## src/rtl/sdram_arbiter_if.sv

```systemverilog
// Requester and SDRAM-controller side signals of the arbiter.
// master: arbiter view; slave: requesters plus controller.
interface sdram_arbiter_if #(
  parameter int NUM_REQ = 2
);
  logic [NUM_REQ-1:0]    req_read;
  logic [NUM_REQ-1:0]    req_write;
  logic [25*NUM_REQ-1:0] req_addr;
  logic [16*NUM_REQ-1:0] req_wdata;
  logic [NUM_REQ-1:0]    req_ack;
  logic [NUM_REQ-1:0]    req_rvalid;
  logic [15:0]           rdata;
  logic                  busy;
  logic                  timeout_err;
  logic                  mem_read;
  logic                  mem_write;
  logic [24:0]           mem_address;
  logic [15:0]           mem_data_in;
  logic                  mem_ready;
  logic                  mem_valid;
  logic [15:0]           mem_data_out;

  modport master (
    input  req_read, req_write,
    input  req_addr, req_wdata,
    input  mem_ready, mem_valid,
    input  mem_data_out,
    output req_ack, req_rvalid,
    output rdata, busy, timeout_err,
    output mem_read, mem_write,
    output mem_address, mem_data_in
  );

  modport slave (
    output req_read, req_write,
    output req_addr, req_wdata,
    output mem_ready, mem_valid,
    output mem_data_out,
    input  req_ack, req_rvalid,
    input  rdata, busy, timeout_err,
    input  mem_read, mem_write,
    input  mem_address, mem_data_in
  );
endinterface

```

## src/rtl/sdram_arbiter.sv

```systemverilog
// Round-robin arbiter sharing one SDRAM controller port
// among NUM_REQ requesters, one transaction at a time.
module sdram_arbiter #(
  parameter int NUM_REQ = 2,
  parameter int TIMEOUT = 4095
) (
  input logic             clk,
  input logic             reset,
  sdram_arbiter_if.master bus
);
  localparam int PW = $clog2(NUM_REQ);
  localparam int TW = $clog2(TIMEOUT + 1);

  localparam logic [1:0] IDLE      = 2'd0;
  localparam logic [1:0] ISSUE     = 2'd1;
  localparam logic [1:0] WAIT_DATA = 2'd2;

  logic [1:0]         state_q, state_d;
  logic [PW-1:0]      rr_q, rr_d;
  logic [PW-1:0]      own_q, own_d;
  logic [TW-1:0]      tmr_q, tmr_d;
  logic               cmd_rd_q, cmd_rd_d;
  logic               rd_q, rd_d;
  logic               wr_q, wr_d;
  logic [24:0]        addr_q, addr_d;
  logic [15:0]        wd_q, wd_d;
  logic [15:0]        rdata_q, rdata_d;
  logic [NUM_REQ-1:0] ack_q, ack_d;
  logic [NUM_REQ-1:0] rv_q, rv_d;
  logic               err_q, err_d;
  logic               busy_q;

  logic [NUM_REQ-1:0] elig;
  logic [24:0]        addr_a [NUM_REQ];
  logic [15:0]        wd_a [NUM_REQ];
  logic               found;
  logic [PW-1:0]      win;
  logic [PW-1:0]      cand;
  logic               expired;

  assign elig = bus.req_read ^ bus.req_write;

  for (genvar i = 0; i < NUM_REQ; i++) begin : g_sl
    assign addr_a[i] = bus.req_addr[25*i +: 25];
    assign wd_a[i]   = bus.req_wdata[16*i +: 16];
  end

  // Scan starts just after the last winner.
  always_comb begin
    found = 1'b0;
    win   = '0;
    cand  = '0;
    for (int k = 1; k <= NUM_REQ; k++) begin
      cand = PW'((int'(rr_q) + k) % NUM_REQ);
      if (!found && elig[cand]) begin
        found = 1'b1;
        win   = cand;
      end
    end
  end

  // Also catches a late accept that pushed timer past the limit.
  assign expired = (tmr_q >= TW'(TIMEOUT - 1));

  always_comb begin
    state_d  = state_q;
    rr_d     = rr_q;
    own_d    = own_q;
    tmr_d    = tmr_q;
    cmd_rd_d = cmd_rd_q;
    rd_d     = rd_q;
    wr_d     = wr_q;
    addr_d   = addr_q;
    wd_d     = wd_q;
    rdata_d  = rdata_q;
    ack_d    = '0;
    rv_d     = '0;
    err_d    = err_q;
    unique case (state_q)
      IDLE: begin
        if (bus.mem_ready && found) begin
          rd_d       = bus.req_read[win];
          wr_d       = bus.req_write[win];
          cmd_rd_d   = bus.req_read[win];
          addr_d     = addr_a[win];
          wd_d       = wd_a[win];
          ack_d[win] = 1'b1;
          rr_d       = win;
          own_d      = win;
          tmr_d      = '0;
          state_d    = ISSUE;
        end
      end
      ISSUE: begin
        tmr_d = tmr_q + 1'b1;
        if (!bus.mem_ready) begin
          rd_d    = 1'b0;
          wr_d    = 1'b0;
          state_d = cmd_rd_q ? WAIT_DATA : IDLE;
        end else if (expired) begin
          err_d   = 1'b1;
          rd_d    = 1'b0;
          wr_d    = 1'b0;
          state_d = IDLE;
          if (cmd_rd_q) begin
            rv_d[own_q] = 1'b1;
            rdata_d     = 16'h0000;
          end
        end
      end
      WAIT_DATA: begin
        tmr_d = tmr_q + 1'b1;
        if (bus.mem_valid) begin
          rdata_d     = bus.mem_data_out;
          rv_d[own_q] = 1'b1;
          state_d     = IDLE;
        end else if (expired) begin
          err_d       = 1'b1;
          rv_d[own_q] = 1'b1;
          rdata_d     = 16'h0000;
          state_d     = IDLE;
        end
      end
      default: state_d = IDLE;
    endcase
  end

  always_ff @(posedge clk) begin
    if (reset) begin
      state_q  <= IDLE;
      rr_q     <= PW'(NUM_REQ - 1);
      own_q    <= '0;
      tmr_q    <= '0;
      cmd_rd_q <= 1'b0;
      rd_q     <= 1'b0;
      wr_q     <= 1'b0;
      addr_q   <= '0;
      wd_q     <= '0;
      rdata_q  <= '0;
      ack_q    <= '0;
      rv_q     <= '0;
      err_q    <= 1'b0;
      busy_q   <= 1'b0;
    end else begin
      state_q  <= state_d;
      rr_q     <= rr_d;
      own_q    <= own_d;
      tmr_q    <= tmr_d;
      cmd_rd_q <= cmd_rd_d;
      rd_q     <= rd_d;
      wr_q     <= wr_d;
      addr_q   <= addr_d;
      wd_q     <= wd_d;
      rdata_q  <= rdata_d;
      ack_q    <= ack_d;
      rv_q     <= rv_d;
      err_q    <= err_d;
      busy_q   <= (state_d != IDLE);
    end
  end

  assign bus.mem_read    = rd_q;
  assign bus.mem_write   = wr_q;
  assign bus.mem_address = addr_q;
  assign bus.mem_data_in = wd_q;
  assign bus.req_ack     = ack_q;
  assign bus.req_rvalid  = rv_q;
  assign bus.rdata       = rdata_q;
  assign bus.busy        = busy_q;
  assign bus.timeout_err = err_q;
endmodule

```

## src/flat_wrapper.sv

```systemverilog
// flat-port wrapper written by rule: the top's interface ports become plain ports
module sdram_arbiter_flat 
#(
  parameter int NUM_REQ = 2,
  parameter int TIMEOUT = 4095
)
  (clk, reset, bus_req_read, bus_req_write, bus_req_addr, bus_req_wdata, bus_mem_ready, bus_mem_valid, bus_mem_data_out, bus_req_ack, bus_req_rvalid, bus_rdata, bus_busy, bus_timeout_err, bus_mem_read, bus_mem_write, bus_mem_address, bus_mem_data_in);
  sdram_arbiter_if #(.NUM_REQ(NUM_REQ)) bus_i ();
  input logic clk;
  input logic reset;
  input wire logic [$bits(bus_i.req_read)-1:0] bus_req_read;
  input wire logic [$bits(bus_i.req_write)-1:0] bus_req_write;
  input wire logic [$bits(bus_i.req_addr)-1:0] bus_req_addr;
  input wire logic [$bits(bus_i.req_wdata)-1:0] bus_req_wdata;
  input wire logic [$bits(bus_i.mem_ready)-1:0] bus_mem_ready;
  input wire logic [$bits(bus_i.mem_valid)-1:0] bus_mem_valid;
  input wire logic [$bits(bus_i.mem_data_out)-1:0] bus_mem_data_out;
  output wire logic [$bits(bus_i.req_ack)-1:0] bus_req_ack;
  output wire logic [$bits(bus_i.req_rvalid)-1:0] bus_req_rvalid;
  output wire logic [$bits(bus_i.rdata)-1:0] bus_rdata;
  output wire logic [$bits(bus_i.busy)-1:0] bus_busy;
  output wire logic [$bits(bus_i.timeout_err)-1:0] bus_timeout_err;
  output wire logic [$bits(bus_i.mem_read)-1:0] bus_mem_read;
  output wire logic [$bits(bus_i.mem_write)-1:0] bus_mem_write;
  output wire logic [$bits(bus_i.mem_address)-1:0] bus_mem_address;
  output wire logic [$bits(bus_i.mem_data_in)-1:0] bus_mem_data_in;
  assign bus_i.req_read = bus_req_read;
  assign bus_i.req_write = bus_req_write;
  assign bus_i.req_addr = bus_req_addr;
  assign bus_i.req_wdata = bus_req_wdata;
  assign bus_i.mem_ready = bus_mem_ready;
  assign bus_i.mem_valid = bus_mem_valid;
  assign bus_i.mem_data_out = bus_mem_data_out;
  assign bus_req_ack = bus_i.req_ack;
  assign bus_req_rvalid = bus_i.req_rvalid;
  assign bus_rdata = bus_i.rdata;
  assign bus_busy = bus_i.busy;
  assign bus_timeout_err = bus_i.timeout_err;
  assign bus_mem_read = bus_i.mem_read;
  assign bus_mem_write = bus_i.mem_write;
  assign bus_mem_address = bus_i.mem_address;
  assign bus_mem_data_in = bus_i.mem_data_in;
  sdram_arbiter #(.NUM_REQ(NUM_REQ), .TIMEOUT(TIMEOUT)) u_core (.clk(clk), .reset(reset), .bus(bus_i));
endmodule
```

## config.mk

```make
export PLATFORM = sky130hd
export DESIGN_NAME = sdram_arbiter_flat
export DESIGN_NICKNAME = d
export VERILOG_FILES = /design/src/rtl/sdram_arbiter_if.sv /design/src/rtl/sdram_arbiter.sv /design/src/flat_wrapper.sv
export SDC_FILE = /design/constraint.sdc
export NUM_CORES = 1
export LEC_CHECK = 0
export CORE_MARGIN = 2
export CORE_UTILIZATION = 66
export CTS_BUF_LIST = sky130_fd_sc_hd__clkbuf_8
export DETAILED_ROUTE_END_ITERATION = 16
export DONT_BUFFER_PORTS = 1
export PLACE_DENSITY_LB_ADDON = 0.1
export SYNTH_ARGS = -nofsm -noshare
export SYNTH_HDL_FRONTEND = slang
export SYNTH_SLANG_ARGS = --single-unit
```

## constraint.sdc

```tcl
create_clock -name clk -period 5.54 [get_ports clk]
set_input_delay 0.831 -clock clk [delete_from_list [all_inputs] [get_ports clk]]
set_output_delay 0.831 -clock clk [all_outputs]
set_load 0.02 [all_outputs]
```

* After elaboration in Yosys (flattened, before gate mapping)
Cells that the tools add are included.
** Storage, ports and cells
- Flip-flop bits (word level) :: 82
- Input port bits :: 106
** Operators by class
- $add $sub $neg :: 3
- Order comparisons :: 8
- Eq/ne operators :: 9
- Multiplexer cells :: 52
- Bitwise logic cells :: 4
- Reduce and logical (&&, ||, !) cells :: 17
** Operators with widths (count)
- 16-bit 2-to-1 mux :: 8
- 25-bit 2-to-1 mux :: 3
- 16-bit case mux with 2 select lines :: 1
- 12-bit case mux with 2 select lines :: 1
- 1-bit 2-to-1 mux :: 21
- 2-bit 2-to-1 mux :: 10
- 12-bit by 1-bit adder with 12-bit output, second input constant :: 1
- 12-bit greater-or-equal comparator, second input constant :: 1
- 12-bit 2-to-1 mux :: 1
- 1-bit by 2-bit < comparator with 1-bit output, second input constant :: 4
- 2-bit nonzero test :: 4
- 2-bit by 1-bit inequality test with 1-bit output, second input constant :: 3
- 3-bit by 2-bit inequality test with 1-bit output, second input constant :: 2
- 1-bit case mux with 2 select lines :: 3
- 2-bit case mux with 3 select lines :: 1
- 3-bit AND reduction :: 2
- 5-bit AND reduction :: 1
- 1-bit logical AND :: 4
- 2-bit inequality test, second input constant :: 2
- 2-bit case mux with 2 select lines :: 1
- 2-bit AND reduction :: 2
- 3-bit OR reduction :: 1
- 1-bit adder, second input constant :: 2
- 1-bit demux with 1-bit select :: 2
- 10 further kinds :: 12

* Depth between registers and ports, before layout
- Word-level depth :: 11
- Gate-level depth with buffers :: 7

* Least setup slack after synthesis
OpenSTA, ideal clock, no wires.
- Path type :: input -> register
- Start point :: in bus_req_read[1]
- End point :: reg u_core.tmr_q[7]
- Arrival time :: 1.870 ns
- Required time :: 5.468 ns
- Path slack :: 3.598 ns
- Stages on the path :: 5
- Path buffers :: 1
- Cells stage by stage :: xor2_1 > o211ai_1 > buf_2 > or3b_1 > mux2i_1
** On the way
- Cells in the longest elaborated chain, start to end :: 10
- Elaborated cells between the ends (all ways) :: 12
- Classes of those cells :: eq/ne: 1; mux: 6; bitwise: 1; reduce/logical: 4
** RTL lines
- from (decl) :: RTL line flat_wrapper.sv:11 : input wire logic [$bits(bus_i.req_read)-1:0] bus_req_read;
- 2-bit XOR (*) :: RTL line sdram_arbiter.sv:41 : assign elig = bus.req_read ^ bus.req_write;
- 1-bit 2-to-1 mux (implied by the code) (2 in a row) :: RTL line sdram_arbiter.sv:55 : if (!found && elig[cand]) begin
- 1-bit 2-to-1 mux :: RTL line sdram_arbiter.sv:55
- 1-bit zero test :: RTL line sdram_arbiter.sv:55
- 1-bit logical AND :: RTL line sdram_arbiter.sv:55
- 1-bit 2-to-1 mux (*) :: RTL line sdram_arbiter.sv:55
- 1-bit logical AND (*) :: RTL line sdram_arbiter.sv:81 : if (bus.mem_ready && found) begin
- 2-bit by 1-bit inequality test with 1-bit output (no line) (*)
- 2-bit AND reduction (no line) (*)
- to (signal assigned) :: RTL line sdram_arbiter.sv:148 : tmr_q <= tmr_d;
- to (decl) :: RTL line sdram_arbiter.sv:21 : logic [TW-1:0] tmr_q, tmr_d;
Mark *: on every way between the ends. The rest lies on a longest branch, timed or not. The select of a mux whose other input is x is not followed.
A chain may end at the register's enable or synchronous reset.

* Worst setup path after layout
- Start point :: reg u_core.state_q[1]
- End point :: reg u_core.addr_q[18] (netlist: u_core.bus.mem_address[18])
** On the way
- Cells in the longest elaborated chain, start to end :: 2
** RTL lines
- from (decl) :: RTL line sdram_arbiter.sv:18 : logic [1:0] state_q, state_d;
- from (signal assigned) :: RTL line sdram_arbiter.sv:145 : state_q <= state_d;
- 2-bit zero test :: RTL line sdram_arbiter.sv:79 : unique case (state_q)
- 2-bit AND reduction (no line)
- to (signal assigned) :: RTL line sdram_arbiter.sv:152 : addr_q <= addr_d;
- to (decl) :: RTL line sdram_arbiter.sv:25 : logic [24:0] addr_q, addr_d;
Every way passes these cells.

==> results summary <==
The run finished with clean final reports. The final-report max-slew violation count came out at 0. The placed wire-length estimate came out at around 6000 µm. The detailed-router iteration count before antenna repair is 4. For this run, global-route usage on met3 was measured as between 7 and 8%. The clock-pin slew on the worst setup and hold paths is roughly 0.080 ns.

The routing usage on met1 is between 30% and 40%. The tightest slew margin relative to the limit came out at 35.8%. The path class of the tightest hold or removal check is reg -> reg. For the pin with the worst max-slew slack, the measured transition is 0.959 ns. Setup repair after global routing left no endpoint under its margin. The worst-skew pair later-pin latency came out at 0.36 ns. The number of distinct standard cells referenced by the synthesized netlist is 53. The most common cell in the synthesized netlist is sky130_fd_sc_hd__dfxtp_1. The number of global-route vias before repair is 2,747. The leading area contributor after synthesis is sky130_fd_sc_hd__dfxtp_1.

The highest cell delay on the worst timing path is between 0.7 and 0.8 ns. Measured along the x axis, the die boundary spans 81.8 µm. OpenSTA, run right after detailed placement, puts the worst setup slack at approximately 2.7 ns. The average vias per placed instance is 6.16. Setup violations remaining at the end of the flow were counted as 0. Yosys attributes the largest share of cell area to sky130_fd_sc_hd__dfxtp_1 (41%), sky130_fd_sc_hd__mux2i_1 (16%), sky130_fd_sc_hd__a211oi_1 (8.1%).

The number of endpoints with negative hold slack in the final report is 0. The total of warnings raised by yosys came out at 0. Setup slack on the worst reg-to-reg path comes out at 2.97 ns. The minimum clock period came out at 2.57 ns.

Of the cells placed in the final design, the portion with a size suffix greater than 1 is 7.38%. The core box area is 5890 µm². The number of remaining DRC errors came out at 0. The worst-case IR drop observed on VDD is 237 µV.

Once the floorplan was initialized, standard cells occupied 67.9% of the core. The total number of vias is 3,050. The adder-cell share of the synthesized area is 1.88%.

The leakage power total is 1.54 nW. The first global-routing pass estimated 12,500 µm of wire. In this run the most used layer during global routing was met2. The number of placed I/O pins is roughly 170. Hold repair after CTS inserted 0 buffers. The endpoint class of the critical path is a flip-flop. The post-cts gate resize count is 0.

After synthesis, the largest family of logic cells by area is compound AO/OA/AOI/OAI gates. The cell family contributing the most delay on the critical path is compound AO/OA/AOI/OAI gates. The fraction of synthesized area in multiplexers is 16.3%. Among all flip-flop cells after synthesis, the most frequent one is sky130_fd_sc_hd__dfxtp_1. The row count came out at 28. The TritonCTS sink count is a little over 80. The initial DRC count is 160.

The number of nets in the synthesized netlist came out at 545. By count the netlist is led by sky130_fd_sc_hd__dfxtp_1 (82), sky130_fd_sc_hd__mux2i_1 (64), sky130_fd_sc_hd__nand2_1 (50). The peak clock frequency supported by timing is 389 MHz.

The share of synthesized area in the top cell type comes to 41.1%. The vertical die dimension is a little over 80 µm. The met2 track utilization from global routing is about 38%. Setup slack on the critical path of the routed design comes to just under 3 ns.

The cell count after synthesis came out at 433. TritonCTS built the clock tree. The number of nets with antenna violations after detailed routing is 0. Max-cap violations in this run came to 0.

The worst setup path is launched from a flip-flop. The critical path in this run is classified as reg -> reg. In this run the tool buffered the top-level ports with 0 buffer cells. The data required time of the critical path is 5.81 ns.

The number of buffers and inverters on the critical path came out at 2. The mean instance size in the synthesized netlist came out at a little over 9 µm². The number of register bits inferred by synthesis came out at between 80 and 90. The global-route congestion overflow total is 0. After detailed routing, the total wire length is 8430 µm. The power density of the placed cells came out at 332 nW/µm². The tree is rooted in a sky130_fd_sc_hd__clkbuf_8. The final weighted congestion in routability-driven placement is 0.852. The largest driver fanout on the critical path came out at 44. On the critical path, the stage with the largest delay is an instance of sky130_fd_sc_hd__a21oi_4. The synthesized area came out at 3990 µm². The final layout contains approximately 530 nets. The number of enable flip-flop cells after synthesis came out at 0. No sink is reached through more buffers than the 2 on the longest clock path.

The final worst-path cycle share came out at between 40% and 50%. The overall die area came out at 6690 µm². Global routing used between 20% and 30% of the available tracks. The compound-cell area share of the yosys netlist came out at 17.5%.

The portion of the post-synthesis area used by sequential elements came out at between 40% and 50%. The number of H-tree levels is 3. Entering global routing, the biggest net connects between 70 and 80 pins.

The simple-gate share of the synthesized area came out at 17.0%. The number of antenna violations at the first check in global routing came out at 0. The setup fix buffers added after clock tree synthesis is 0. The antenna diode count came out at 0.

After detailed routing, the average wire length per cell comes to 17.0 µm. The clock arrives with 0.00792 ns of skew. The arrival time at the worst endpoint came out at 2.84 ns. Summing the areas of all xor and xnor instances in the mapped netlist gives 1.10% of the synthesized area. Summed over all failing endpoints, the final setup total negative slack is 0 ns. The area growth from synthesis to layout is 4.54%. The number of buffers created by CTS came out at 9. Walking the worst path, the cells encountered are inv_1 > ha_1 > nand2_1 > a21oi_4 > buf_4 > nor2_1 > a211oi_1. Of all flip-flops after synthesis, the portion carrying an async set or reset was 0%.
state kept, by name, indices dropped and copies added, names as in the netlist:
| register | count |
|---|---|
| u_core.own_q | 1 |
| u_core.bus.mem_address | 25 |
| u_core.bus.mem_write | 1 |
| u_core.bus.mem_data_in | 16 |
| u_core.bus.busy | 1 |
| u_core.state_q | 2 |
| u_core.rr_q | 1 |
| u_core.cmd_rd_q | 1 |
| u_core.bus.req_ack | 2 |
| u_core.bus.req_rvalid | 2 |
| u_core.bus.rdata | 16 |
| u_core.tmr_q | 12 |
| u_core.bus.timeout_err | 1 |
| u_core.bus.mem_read | 1 |
cell usage in the layout (no fill, tap or decap), types with 2 or more instances in the layout:
master and count:
sky130_fd_sc_hd__inv_1 10, sky130_fd_sc_hd__a2111oi_2 2, sky130_fd_sc_hd__a21oi_1 13, sky130_fd_sc_hd__nor3_1 3, sky130_fd_sc_hd__mux2i_1 64, sky130_fd_sc_hd__nand3b_1 5, sky130_fd_sc_hd__o31ai_1 3, sky130_fd_sc_hd__a31oi_1 5
sky130_fd_sc_hd__ha_1 6, sky130_fd_sc_hd__nor2_1 45, sky130_fd_sc_hd__xnor2_1 3, sky130_fd_sc_hd__dfxtp_1 82, sky130_fd_sc_hd__clkbuf_8 9, sky130_fd_sc_hd__a211oi_1 43, sky130_fd_sc_hd__or3b_2 2, sky130_fd_sc_hd__o21ai_0 2
sky130_fd_sc_hd__bufinv_16 2, sky130_fd_sc_hd__or3_1 2, sky130_fd_sc_hd__buf_4 2, sky130_fd_sc_hd__xor2_1 2, sky130_fd_sc_hd__nand2_1 50, sky130_fd_sc_hd__a21boi_0 2, sky130_fd_sc_hd__o2bb2ai_1 3, sky130_fd_sc_hd__o211ai_1 6
sky130_fd_sc_hd__a21oi_4 2, sky130_fd_sc_hd__nand2b_1 9, sky130_fd_sc_hd__nand4_1 2, sky130_fd_sc_hd__nand3_1 14
final timing paths:
path / endpoint / from / cells after the start
worst max register to register: u_core.bus.mem_address[18] / u_core.state_q[1] / 7
worst min register to register: u_core.bus.req_rvalid[1] / u_core.own_q / 2
worst max-delay path: u_core.bus.mem_address[18] / u_core.state_q[1] / 7
worst min-delay path: u_core.bus.req_rvalid[1] / u_core.own_q / 2
worst reg2reg max path: stages (launching register included):
cell and delay, ns:
sky130_fd_sc_hd__dfxtp_1 0.34, sky130_fd_sc_hd__inv_1 0.12, sky130_fd_sc_hd__ha_1 0.30, sky130_fd_sc_hd__nand2_1 0.16, sky130_fd_sc_hd__a21oi_4 0.74, sky130_fd_sc_hd__buf_4 0.51, sky130_fd_sc_hd__nor2_1 0.09, sky130_fd_sc_hd__a211oi_1 0.23
metrics by stage:
step	power, W	std cells	hold WS [ns]	instance area, µm²	util, %
3_5_place_dp	0.000932	480	0.463	3960	67.3
2_1_floorplan	0.000905	433	0.425	3990	-
6_report	0.00139	495	0.479	4180	70.9
3_3_place_gp	0.000924	480	0.460	3960	67.3
4_1_cts	0.00140	495	0.473	4180	70.9
5_1_grt	0.00145	495	0.486	4180	70.9
area by class of cell:
type / count / area (µm²)
Inverter: 11 / 41.3
Clock inverter: 6 / 90.1
Clock buffer: 9 / 124
Multi-Input combinational cell: 310 / 2170
Timing Repair Buffer: 2 / 15.0
Tap cell: 75 / 93.8
Sequential cell: 82 / 1640
Fill cell: 470 / 1710
power by group:
part	internal [W]	switching, W
clock	0.000253	0.000217
sequential	0.000632	0.0000803
combinational	0.0000849	0.000119
cell families (layout without fill, tap and decap cells):
kind of cell,Yosys count,in the layout
adders and majority gates,6,6
xor gates and xnor gates,5,5
AOI/OAI and AO/OA,92,92
and+or+nand+nor,142,142
DFF,82,82
muxes,65,65
buffers and inverters,41,28
metal layers:
layer,wire [µm],share of wire [%]
met2,4080,48
met1,3540,42
met5,0,0
met3,627,7.4
met4,188,2.2
Power figures use the tool's default switching activity.
